--- src/rtl/arb_pkg.sv ---
// Shared types and helpers for the arb component's round-robin arbiters.
package arb_pkg;

    typedef enum logic [1:0] {
        IDLE  = 2'd0,
        FETCH = 2'd1,
        OUT   = 2'd2
    } arb_state_t;

    // Wrap-around increment of a port index in the range [0, n).
    function automatic int unsigned rr_next(input int unsigned idx, input int unsigned n);
        return (idx + 32'd1 >= n) ? 32'd0 : idx + 32'd1;
    endfunction

endpackage

--- src/rtl/rr_picker.sv ---
// Combinational round-robin picker: first requester after lastGrant, with wrap.
module rr_picker
    import arb_pkg::*;
#(
    parameter int unsigned  NUM_PORTS = 4,
    localparam int unsigned PORT_W    = $clog2(NUM_PORTS)
) (
    input  logic [NUM_PORTS-1:0] req,
    input  logic [PORT_W-1:0]    lastGrant,
    output logic [PORT_W-1:0]    pick,
    output logic                 anyReq
);

    logic [2*NUM_PORTS-1:0] req_dbl;
    logic [NUM_PORTS-1:0]   req_rot;
    int unsigned            start;
    int unsigned            offset;

    // Rotate so the search starts at lastGrant+1, priority-encode, then un-rotate.
    always_comb begin
        start   = rr_next(32'(lastGrant), NUM_PORTS);
        req_dbl = {req, req};
        req_rot = NUM_PORTS'(req_dbl >> start);
        offset  = 32'd0;
        for (int i = NUM_PORTS - 1; i >= 0; i--) begin
            if (req_rot[i]) begin
                offset = 32'(i);
            end
        end
        pick = PORT_W'((start + offset) % NUM_PORTS);
    end

    assign anyReq = |req;

endmodule

--- src/rtl/fifo_rr_arb.sv ---
// Round-robin read arbiter draining NUM_PORTS one-cycle-latency FIFOs into a valid/ready stream.
module fifo_rr_arb
    import arb_pkg::*;
#(
    parameter int unsigned  NUM_PORTS  = 4,
    parameter int unsigned  DATA_WIDTH = 8,
    localparam int unsigned PORT_W     = $clog2(NUM_PORTS)
) (
    input  logic                            clock,
    input  logic                            reset,
    input  logic [NUM_PORTS-1:0]            emptyIn,
    output logic [NUM_PORTS-1:0]            rdEnOut,
    input  logic [NUM_PORTS*DATA_WIDTH-1:0] rdDataIn,
    output logic                            outValid,
    input  logic                            outReady,
    output logic [DATA_WIDTH-1:0]           outData,
    output logic [PORT_W-1:0]               outPort,
    output logic                            busy
);

    arb_state_t            state_q, state_d;
    logic [PORT_W-1:0]     sel_port_q, sel_port_d;
    logic [PORT_W-1:0]     last_grant_q, last_grant_d;
    logic [DATA_WIDTH-1:0] out_data_q, out_data_d;
    logic [PORT_W-1:0]     out_port_q, out_port_d;
    logic                  out_valid_q, out_valid_d;

    logic [PORT_W-1:0]     pick;
    logic                  any_req;
    logic                  issue;
    logic [DATA_WIDTH-1:0] rd_words [NUM_PORTS];

    rr_picker #(
        .NUM_PORTS (NUM_PORTS)
    ) u_picker (
        .req       (~emptyIn),
        .lastGrant (last_grant_q),
        .pick      (pick),
        .anyReq    (any_req)
    );

    // Unflatten the FIFO read-data bus into one word per port.
    always_comb begin
        for (int i = 0; i < NUM_PORTS; i++) begin
            rd_words[i] = rdDataIn[i*DATA_WIDTH +: DATA_WIDTH];
        end
    end

    // Next-state and datapath: issue a pop, capture the returned word, hold until accepted.
    always_comb begin
        state_d      = state_q;
        sel_port_d   = sel_port_q;
        last_grant_d = last_grant_q;
        out_data_d   = out_data_q;
        out_port_d   = out_port_q;
        out_valid_d  = out_valid_q;
        issue        = 1'b0;

        case (state_q)
            IDLE: begin
                if (any_req) begin
                    issue   = 1'b1;
                    state_d = FETCH;
                end
            end
            FETCH: begin
                out_data_d  = rd_words[sel_port_q];
                out_port_d  = sel_port_q;
                out_valid_d = 1'b1;
                state_d     = OUT;
            end
            OUT: begin
                // The accepting cycle may already pop the next word.
                if (outReady) begin
                    out_valid_d = 1'b0;
                    if (any_req) begin
                        issue   = 1'b1;
                        state_d = FETCH;
                    end else begin
                        state_d = IDLE;
                    end
                end
            end
            default: begin
                state_d = IDLE;
            end
        endcase

        if (issue) begin
            sel_port_d   = pick;
            last_grant_d = pick;
        end
    end

    // Single-cycle read pulse to the granted FIFO.
    always_comb begin
        rdEnOut = '0;
        if (issue) begin
            rdEnOut[pick] = 1'b1;
        end
    end

    // State and output registers; lastGrant resets to the top port so port 0 wins first.
    always_ff @(posedge clock or negedge reset) begin
        if (!reset) begin
            state_q      <= IDLE;
            sel_port_q   <= '0;
            last_grant_q <= PORT_W'(NUM_PORTS - 1);
            out_data_q   <= '0;
            out_port_q   <= '0;
            out_valid_q  <= 1'b0;
        end else begin
            state_q      <= state_d;
            sel_port_q   <= sel_port_d;
            last_grant_q <= last_grant_d;
            out_data_q   <= out_data_d;
            out_port_q   <= out_port_d;
            out_valid_q  <= out_valid_d;
        end
    end

    assign outValid = out_valid_q;
    assign outData  = out_data_q;
    assign outPort  = out_port_q;
    assign busy     = (state_q != IDLE);

endmodule

--- config.mk ---
export PLATFORM = sky130hd
export DESIGN_NAME = fifo_rr_arb
export DESIGN_NICKNAME = d
export VERILOG_FILES = /design/src/rtl/arb_pkg.sv /design/src/rtl/rr_picker.sv /design/src/rtl/fifo_rr_arb.sv
export SDC_FILE = /design/constraint.sdc
export NUM_CORES = 1
export LEC_CHECK = 0
export BUFFER_PORTS_ARGS = -buffer_cell sky130_fd_sc_hd__buf_2
export CAP_MARGIN = 10
export CORE_AREA = 4 4 71 73
export DETAILED_ROUTE_END_ITERATION = 10
export DIE_AREA = 0 0 75 77
export GPL_TIMING_DRIVEN = 0
export PLACE_DENSITY = 0.46
export SKIP_LAST_GASP = 1
export SYNTH_ARGS = -nofsm -noshare
export SYNTH_HDL_FRONTEND = slang
export SYNTH_SLANG_ARGS = --single-unit
--- constraint.sdc ---
create_clock -name clock -period 3 [get_ports clock]
set_input_delay 0.6 -clock clock [delete_from_list [all_inputs] [get_ports clock]]
set_output_delay 0.6 -clock clock [all_outputs]
set_load 0.02 [all_outputs]
# Word-level counts from Yosys, hierarchy flattened
# Cells that the tools add are included.
dict set report totals {
  register_bits 17
  out_inout_bits 16
  elab_cells 46
}
dict set report op_classes {
  add_sub_neg 2
  n_lt_le_gt_ge 4
  n_eq_ne 4
  shifts 1
  muxes 20
  bitwise_logic 2
  reduce_logical 7
}
# cell n
set op_table {}
lappend op_table {{8-bit by 32-bit >> shifter with 4-bit output} 1}
lappend op_table {{8-bit binary-select mux with 2-bit select} 1}
lappend op_table {{8-bit 2-to-1 mux} 2}
lappend op_table {{2-bit 2-to-1 mux} 6}
lappend op_table {{3-bit greater-or-equal comparator (second input constant)} 2}
lappend op_table {{2-bit case mux with 3 select lines} 1}
lappend op_table {{1-bit 2-to-1 mux} 5}
lappend op_table {{4-bit 2-to-1 mux} 1}
lappend op_table {{2-bit inequality test (second input constant)} 2}
lappend op_table {{4-bit NOT} 1}
lappend op_table {{1-bit case mux with 2 select lines} 2}
lappend op_table {{2-bit AND reduction} 2}
lappend op_table {{2-bit nonzero test} 2}
lappend op_table {{4-bit OR reduction} 1}
lappend op_table {{2-bit by 1-bit adder with 3-bit output (second input constant)} 1}
lappend op_table {{2-bit by 3-bit less-than comparator with 1-bit output (second input constant)} 1}
lappend op_table {{3-bit 2-to-1 mux} 1}
lappend op_table {{2-bit NOT with 3-bit output} 1}
lappend op_table {{2-bit adder} 1}
lappend op_table {{1-bit demux with 2-bit select} 1}
lappend op_table {{2-bit by 1-bit == test with 1-bit output (second input constant)} 1}
lappend op_table {{2-bit == test (second input constant)} 1}
lappend op_table {{2-bit by 1-bit greater-or-equal comparator with 1-bit output (second input constant)} 1}
lappend op_table {{2-bit zero test} 1}
lappend op_table {{1-bit logical AND} 1}

# Logic depth before layout (Yosys ltp)
dict set report logic_depth {
  depth_word 14
  ltp_mapped 7
}

# Cells and area by module
# From an unflattened synthesis, not the netlist that was laid out.
dict set report hier_totals {
  hier_cells 78
  hier_area_um2 985.9
}
# mod instances cells_per_inst area_each_um2
set modules_own_cells {}
lappend modules_own_cells {fifo_rr_arb 1 60 879.6}
lappend modules_own_cells {rr_picker 1 18 106.4}

# Least setup slack after synthesis
# Ideal clock, no wire load.
dict set report synth_path {
  path_type {flip-flop to output port}
  start {register last_grant_q[0]}
  end {output port rdEnOut[2]}
  arrival_time_ns 2.569
  t_required_ns 2.400
  setup_slack_ns -0.169
  path_stages_with_launch 8
  path_buffers 0
  cell_sequence {dfstp_2 > ha_1 > nor2_4 > mux4_2 > o221ai_2 > ha_1 > xor2_1 > nor3b_1}
}
dict set report synth_via {
  elab_chain_cells 14
  elab_cells_between_ends 15
  cone_classes {add/sub (2); order compare (3); shift (1); mux (8); reduce/logical (1)}
}
# element line_no
set synth_lines {}
lappend synth_lines {{start: declaration} fifo_rr_arb.sv:23} ;# logic [PORT_W-1:0] last_grant_q, last_grant_d;
lappend synth_lines {{start signal: assignment} fifo_rr_arb.sv:108} ;# last_grant_q <= PORT_W'(NUM_PORTS - 1);
lappend synth_lines {{start signal: assignment} fifo_rr_arb.sv:115} ;# last_grant_q <= last_grant_d;
lappend synth_lines {{2-bit by 1-bit adder with 3-bit output (*)} arb_pkg.sv:12} ;# return (idx + 32'd1 >= n) ? 32'd0 : idx + 32'd1;
lappend synth_lines {{3-bit greater-or-equal comparator} arb_pkg.sv:12}
lappend synth_lines {{3-bit 2-to-1 mux (*)} arb_pkg.sv:12}
lappend synth_lines {{8-bit by 32-bit >> shifter with 4-bit output} rr_picker.sv:23} ;# req_rot = NUM_PORTS'(req_dbl >> start);
lappend synth_lines {{2-bit 2-to-1 mux (4 in series)} rr_picker.sv:26} ;# if (req_rot[i]) begin
lappend synth_lines {{2-bit adder (*)} rr_picker.sv:30} ;# pick = PORT_W'((start + offset) % NUM_PORTS);
lappend synth_lines {{2-bit by 3-bit less-than comparator with 1-bit output (implied by the code) or 2-bit by 1-bit greater-or-equal comparator with 1-bit output (tied branches)} fifo_rr_arb.sv:99} ;# rdEnOut[pick] = 1'b1;
lappend synth_lines {{1-bit logical AND (implied by the code)} fifo_rr_arb.sv:99}
lappend synth_lines {{1-bit 2-to-1 mux (implied by the code)} fifo_rr_arb.sv:99}
lappend synth_lines {{1-bit demux with 2-bit select (*)} fifo_rr_arb.sv:99}
lappend synth_lines {{4-bit 2-to-1 mux (*)} fifo_rr_arb.sv:98} ;# if (issue) begin
lappend synth_lines {{end: declaration} fifo_rr_arb.sv:12} ;# output logic [NUM_PORTS-1:0] rdEnOut,
# Mark *: on every way between the ends. The rest lies on a longest branch, timed or not.

# Worst setup path in the final report
# Ends and elaborated chain as after synthesis.

==> results.txt <==
----------------------------------------------------
[Setup path]
  Crit path from ... last_grant_q[0]$_DFFE_PN1P_
  Worst Setup Start Kind ... register
  Most Frequent Cell on Critical Path ... sky130_fd_sc_hd__ha_4
  Dominant delay contributor by cell family on the critical path ... flip-flops
  Largest stage delay on the critical path ... 570 ps
  Critical Path RT ... 2400 ps
  Sum of buffers and inverters on the critical path ... 1
  Worst EP arrival ... 2320 ps
  Reg2Reg Setup Slack ... 870 ps
  Critical path's slowest cell ... sky130_fd_sc_hd__dfstp_2
  CP endpoint ... rdEnOut[2]
  R2R Path Start ... last_grant_q[0]$_DFFE_PN1P_
  Depth of the most critical reg-to-reg path ... 8
  Start-to-end type of the worst setup path ... reg -> out
  Crit-path max FO ... 5
  Stages on worst setup path ... 8
  Cell chain of the critical path ... ha_4 > nor2_4 > mux4_2 > o221ai_4 > ha_4 > xor2_4 > nor3b_2 > buf_4
  Critical path endpoint category ... output pin
  Worst R2R End ... sel_port_q[1]$_DFFE_PN0P_

[CTS]
  Root buffer selected by CTS ... sky130_fd_sc_hd__clkbuf_8
  Clock transition time at the flip-flop clock pins of the worst setup and hold paths ... 70 ps
  Clk Latency, worst-skew pair ... 250 ps
  Deepest clock path buffer count ... 2
  Num CTS Buffers ... 3
  H-tree Lvls ... 1
  TritonCTS clock tree ... done
  # clock sinks ... 17
  Cts hold-fix bufs ... 0

[Flow run]
  Maxcap violations ... 0

[Pwr]
  Total power divided by cell area ... 1210 nW/um^2
  Final Power ... 1.85 mW
  Total leakage power ... 0.707 nW
  Highest ir drop seen on vdd ... 271 uV

[STA]
  Final Slew Violations ... 0
  Final min period ... 2920 ps
  Worst slew margin ... 51.9%
  Maximum clock rate ... 0.343 GHz
  Post-route fraction of the period consumed by the critical path ... 97.2%
  Worst clock skew ... 3.31 ps
  Pin slew with the least headroom to its limit ... 722 ps
  Number of setup violations in the final report ... 0
  Final hold vios ... 0

[Layout]
  Number of fill cells ... 444
  Total number of nets in the final design ... 185
  Count of antenna diodes in the layout ... 0
  Final cell count without fillers ... 195
  Area of the multi-input gates ... 679 sq um
  Area overhead of the layout relative to synthesis ... 43.6%
  Sequential cell area in the final layout ... 428 sq um
  Share of layout cells above drive strength 1 ... 66.4%

[Placement]
  Global placer's final weighted congestion ... 0.694
  HPWL after detailed placement ... 2090 um
  Placed cell count ... 188
  Port-buffer cells ... 54

[Die]
  Chip width ... 75 um
  Area of the core ... 4350 sq um
  Effective utilization at floorplan ... 24.6%
  DIE HEIGHT ... 77 um
  Die area ... 5780 sq um
  Standard-cell rows ... 24
  Count of pins on the block boundary ... 55

[Min path]
  Min-Delay Path Class ... in -> async

[Detailed routing]
  Average via count per standard cell ... 4.61
  Vias after detailed routing ... 899
  Post-route DRC violation count ... 0
  Iteration-0 DRC count of the detailed router ... 39
  Post-Route WL ... 2640 um
  DRT Pass-1 Iters ... 3
  Remaining number of nets flagged by the antenna check after routing ... 0
  WL per Instance ... 13.5 um

[Yosys]
  Unique masters post-synth ... 30
  Synthesized instance count ... 82
  Post-Synthesis Mean Instance Area ... 13.0 sq um
  Cell Area, Synth ... 1070 sq um
  Yosys warning count ... 0
  Synthesized Nets ... 123
  Register area share after synthesis ... 40.0%
  Flops & latches, synth ... 17

[GRT]
  First-pass GRT wire length ... 4100 um
  Remaining global-route overflow ... 0
  Antenna violations before repair ... 0
  Overall Global Routing Usage ... 8.70%
  Maximum number of pins on one net before global-route repair ... 18
  Via count of the first global-routing pass ... 942

[Outcome]
  Result of the run ... finished clean

----------------------------------------------------
## sequential cells by signal, indices dropped and copies added (netlist names)
signal and cells:
outValid 1, outPort 2, last_grant_q 2, sel_port_q 2, outData 8, state_q 2
## logic make-up (layout without fill, tap and decap cells)
kind of cell / Yosys count / after routing / share of synthesized area, %
DFF: 17 / 17 / 40.0
adders and majority gates: 3 / 3 / 3.39
xor gates and xnor gates: 2 / 2 / 2.34
muxes: 24 / 24 / 34.9
buffers and inverters: 6 / 67 / 2.11
and+or+nand+nor: 22 / 22 / 11.7
AOI/OAI and AO/OA: 8 / 8 / 5.61
## how the worst min path moves through the flow
stage | start | end | slack (ps)
finish | reset | outData[0]$_DFFE_PN0P_ | 260
detailed placement | outData[1]$_DFFE_PN0P_ | outData[1]$_DFFE_PN0P_ | 490
global route | reset | outData[0]$_DFFE_PN0P_ | 280
floorplan | reset | outData[0]$_DFFE_PN0P_ | 300
CTS | reset | outData[0]$_DFFE_PN0P_ | 270
global placement | outData[2]$_DFFE_PN0P_ | outData[2]$_DFFE_PN0P_ | 490
## power breakdown
group | leakage (nW) | switching [mW] | internal (mW)
combinational | 0.484 | 0.622 | 0.625
clock | 0.0255 | 0.0780 | 0.0920
sequential | 0.197 | 0.0715 | 0.365
## through the flow
step | instance area (sq um) | setup slack (ps) | hold WS, ps | TNS (ps) | util (%)
6_report | 1540 | 82.5 | 258 | 0 | 35.3
5_1_grt | 1540 | -2.53 | 281 | -2.53 | 35.3
4_1_cts | 1530 | 23.1 | 271 | 0 | 35.1
3_5_place_dp | 1410 | -216 | 491 | -548 | 32.4
3_3_place_gp | 1410 | -186 | 487 | -406 | 32.4
2_1_floorplan | 1070 | 17.0 | 304 | 0 | -
## area by class of cell
| type | count | share of cell area, % |
|---|---|---|
| Sequential cell | 17 | 27.9 |
| Clock buffer | 3 | 2.69 |
| Timing Repair Buffer | 57 | 19.2 |
| Tap cell | 52 | 4.23 |
| Clock inverter | 1 | 0.326 |
| Buffer | 3 | 0.733 |
| Inverter | 3 | 0.733 |
| Multi-Input combinational cell | 59 | 44.2 |
## repair_timing
action / in CTS / in global routing
hold endpoints to repair: 0 / 0
gates resized for setup: 7 / 1
buffers inserted: 3 / 0
endpoints found under the setup margin: 4 / 3
pin swaps: 3 / 1
## synthesized netlist by cell type
cell / instances / area, sq um
sky130_fd_sc_hd__a21o_1: 1 / 7.51
sky130_fd_sc_hd__mux2i_1: 2 / 20.0
sky130_fd_sc_hd__maj3_2: 1 / 11.3
sky130_fd_sc_hd__mux2_2: 12 / 135
sky130_fd_sc_hd__buf_1: 1 / 3.75
sky130_fd_sc_hd__ha_1: 2 / 25.0
sky130_fd_sc_hd__mux2_4: 1 / 15.0
sky130_fd_sc_hd__o211a_1: 1 / 10.0
sky130_fd_sc_hd__dfstp_2: 2 / 52.6
sky130_fd_sc_hd__nand2_1: 7 / 26.3
sky130_fd_sc_hd__nor2b_1: 2 / 12.5
sky130_fd_sc_hd__clkbuf_1: 2 / 7.51
sky130_fd_sc_hd__nor2_1: 2 / 7.51
sky130_fd_sc_hd__nor3_2: 1 / 10.0
sky130_fd_sc_hd__nor3_1: 1 / 5.00
sky130_fd_sc_hd__and4_1: 1 / 8.76
sky130_fd_sc_hd__xor2_1: 1 / 8.76
sky130_fd_sc_hd__a21oi_1: 3 / 15.0
sky130_fd_sc_hd__dfrtp_1: 15 / 375
sky130_fd_sc_hd__o221ai_2: 1 / 15.0
sky130_fd_sc_hd__or2_2: 1 / 6.26
sky130_fd_sc_hd__nand2b_1: 4 / 25.0
sky130_fd_sc_hd__nor3b_1: 1 / 7.51
sky130_fd_sc_hd__mux4_2: 9 / 203
sky130_fd_sc_hd__o22ai_1: 1 / 6.26
sky130_fd_sc_hd__xor2_2: 1 / 16.3
sky130_fd_sc_hd__inv_1: 3 / 11.3
sky130_fd_sc_hd__nand3_1: 1 / 5.00
sky130_fd_sc_hd__nor2_4: 1 / 11.3
sky130_fd_sc_hd__a31oi_1: 1 / 6.26
## cells in the final DEF, fill, tap and decap left out, drive strengths merged
master  instances
buf            58
dfrtp          15
mux2           13
mux4            9
nand2           7
clkbuf          5
nand2b          4
inv             3
a21oi           3
nor2            3
nor2b           2
mux2i           2
ha              2
dfstp           2
nor3            2
xor2            2
nand3           1
o221ai          1
or2             1
and4            1
o211a           1
a31oi           1
maj3            1
nor3b           1
o22ai           1
a21o            1
clkinv          1
## worst reg2reg max path, stage by stage (launching register included)
cell and delay (ps):
sky130_fd_sc_hd__dfstp_2 570, sky130_fd_sc_hd__ha_4 160, sky130_fd_sc_hd__nor2_4 40, sky130_fd_sc_hd__mux4_2 350, sky130_fd_sc_hd__o221ai_4 140, sky130_fd_sc_hd__ha_4 210
sky130_fd_sc_hd__xor2_4 160, sky130_fd_sc_hd__buf_4 140, sky130_fd_sc_hd__mux2_2 250
## per-layer routing
layer / vias up / wire [um] / global-route usage (%)
met2: 39 / 1290 / 15.6
met1: 433 / 1050 / 10.6
met5: - / 0 / 0
li1: 427 / - / -
met4: 0 / 0 / 1.07
met3: 0 / 295 / 1.96
No activity file was read; power rests on OpenSTA's default activity.
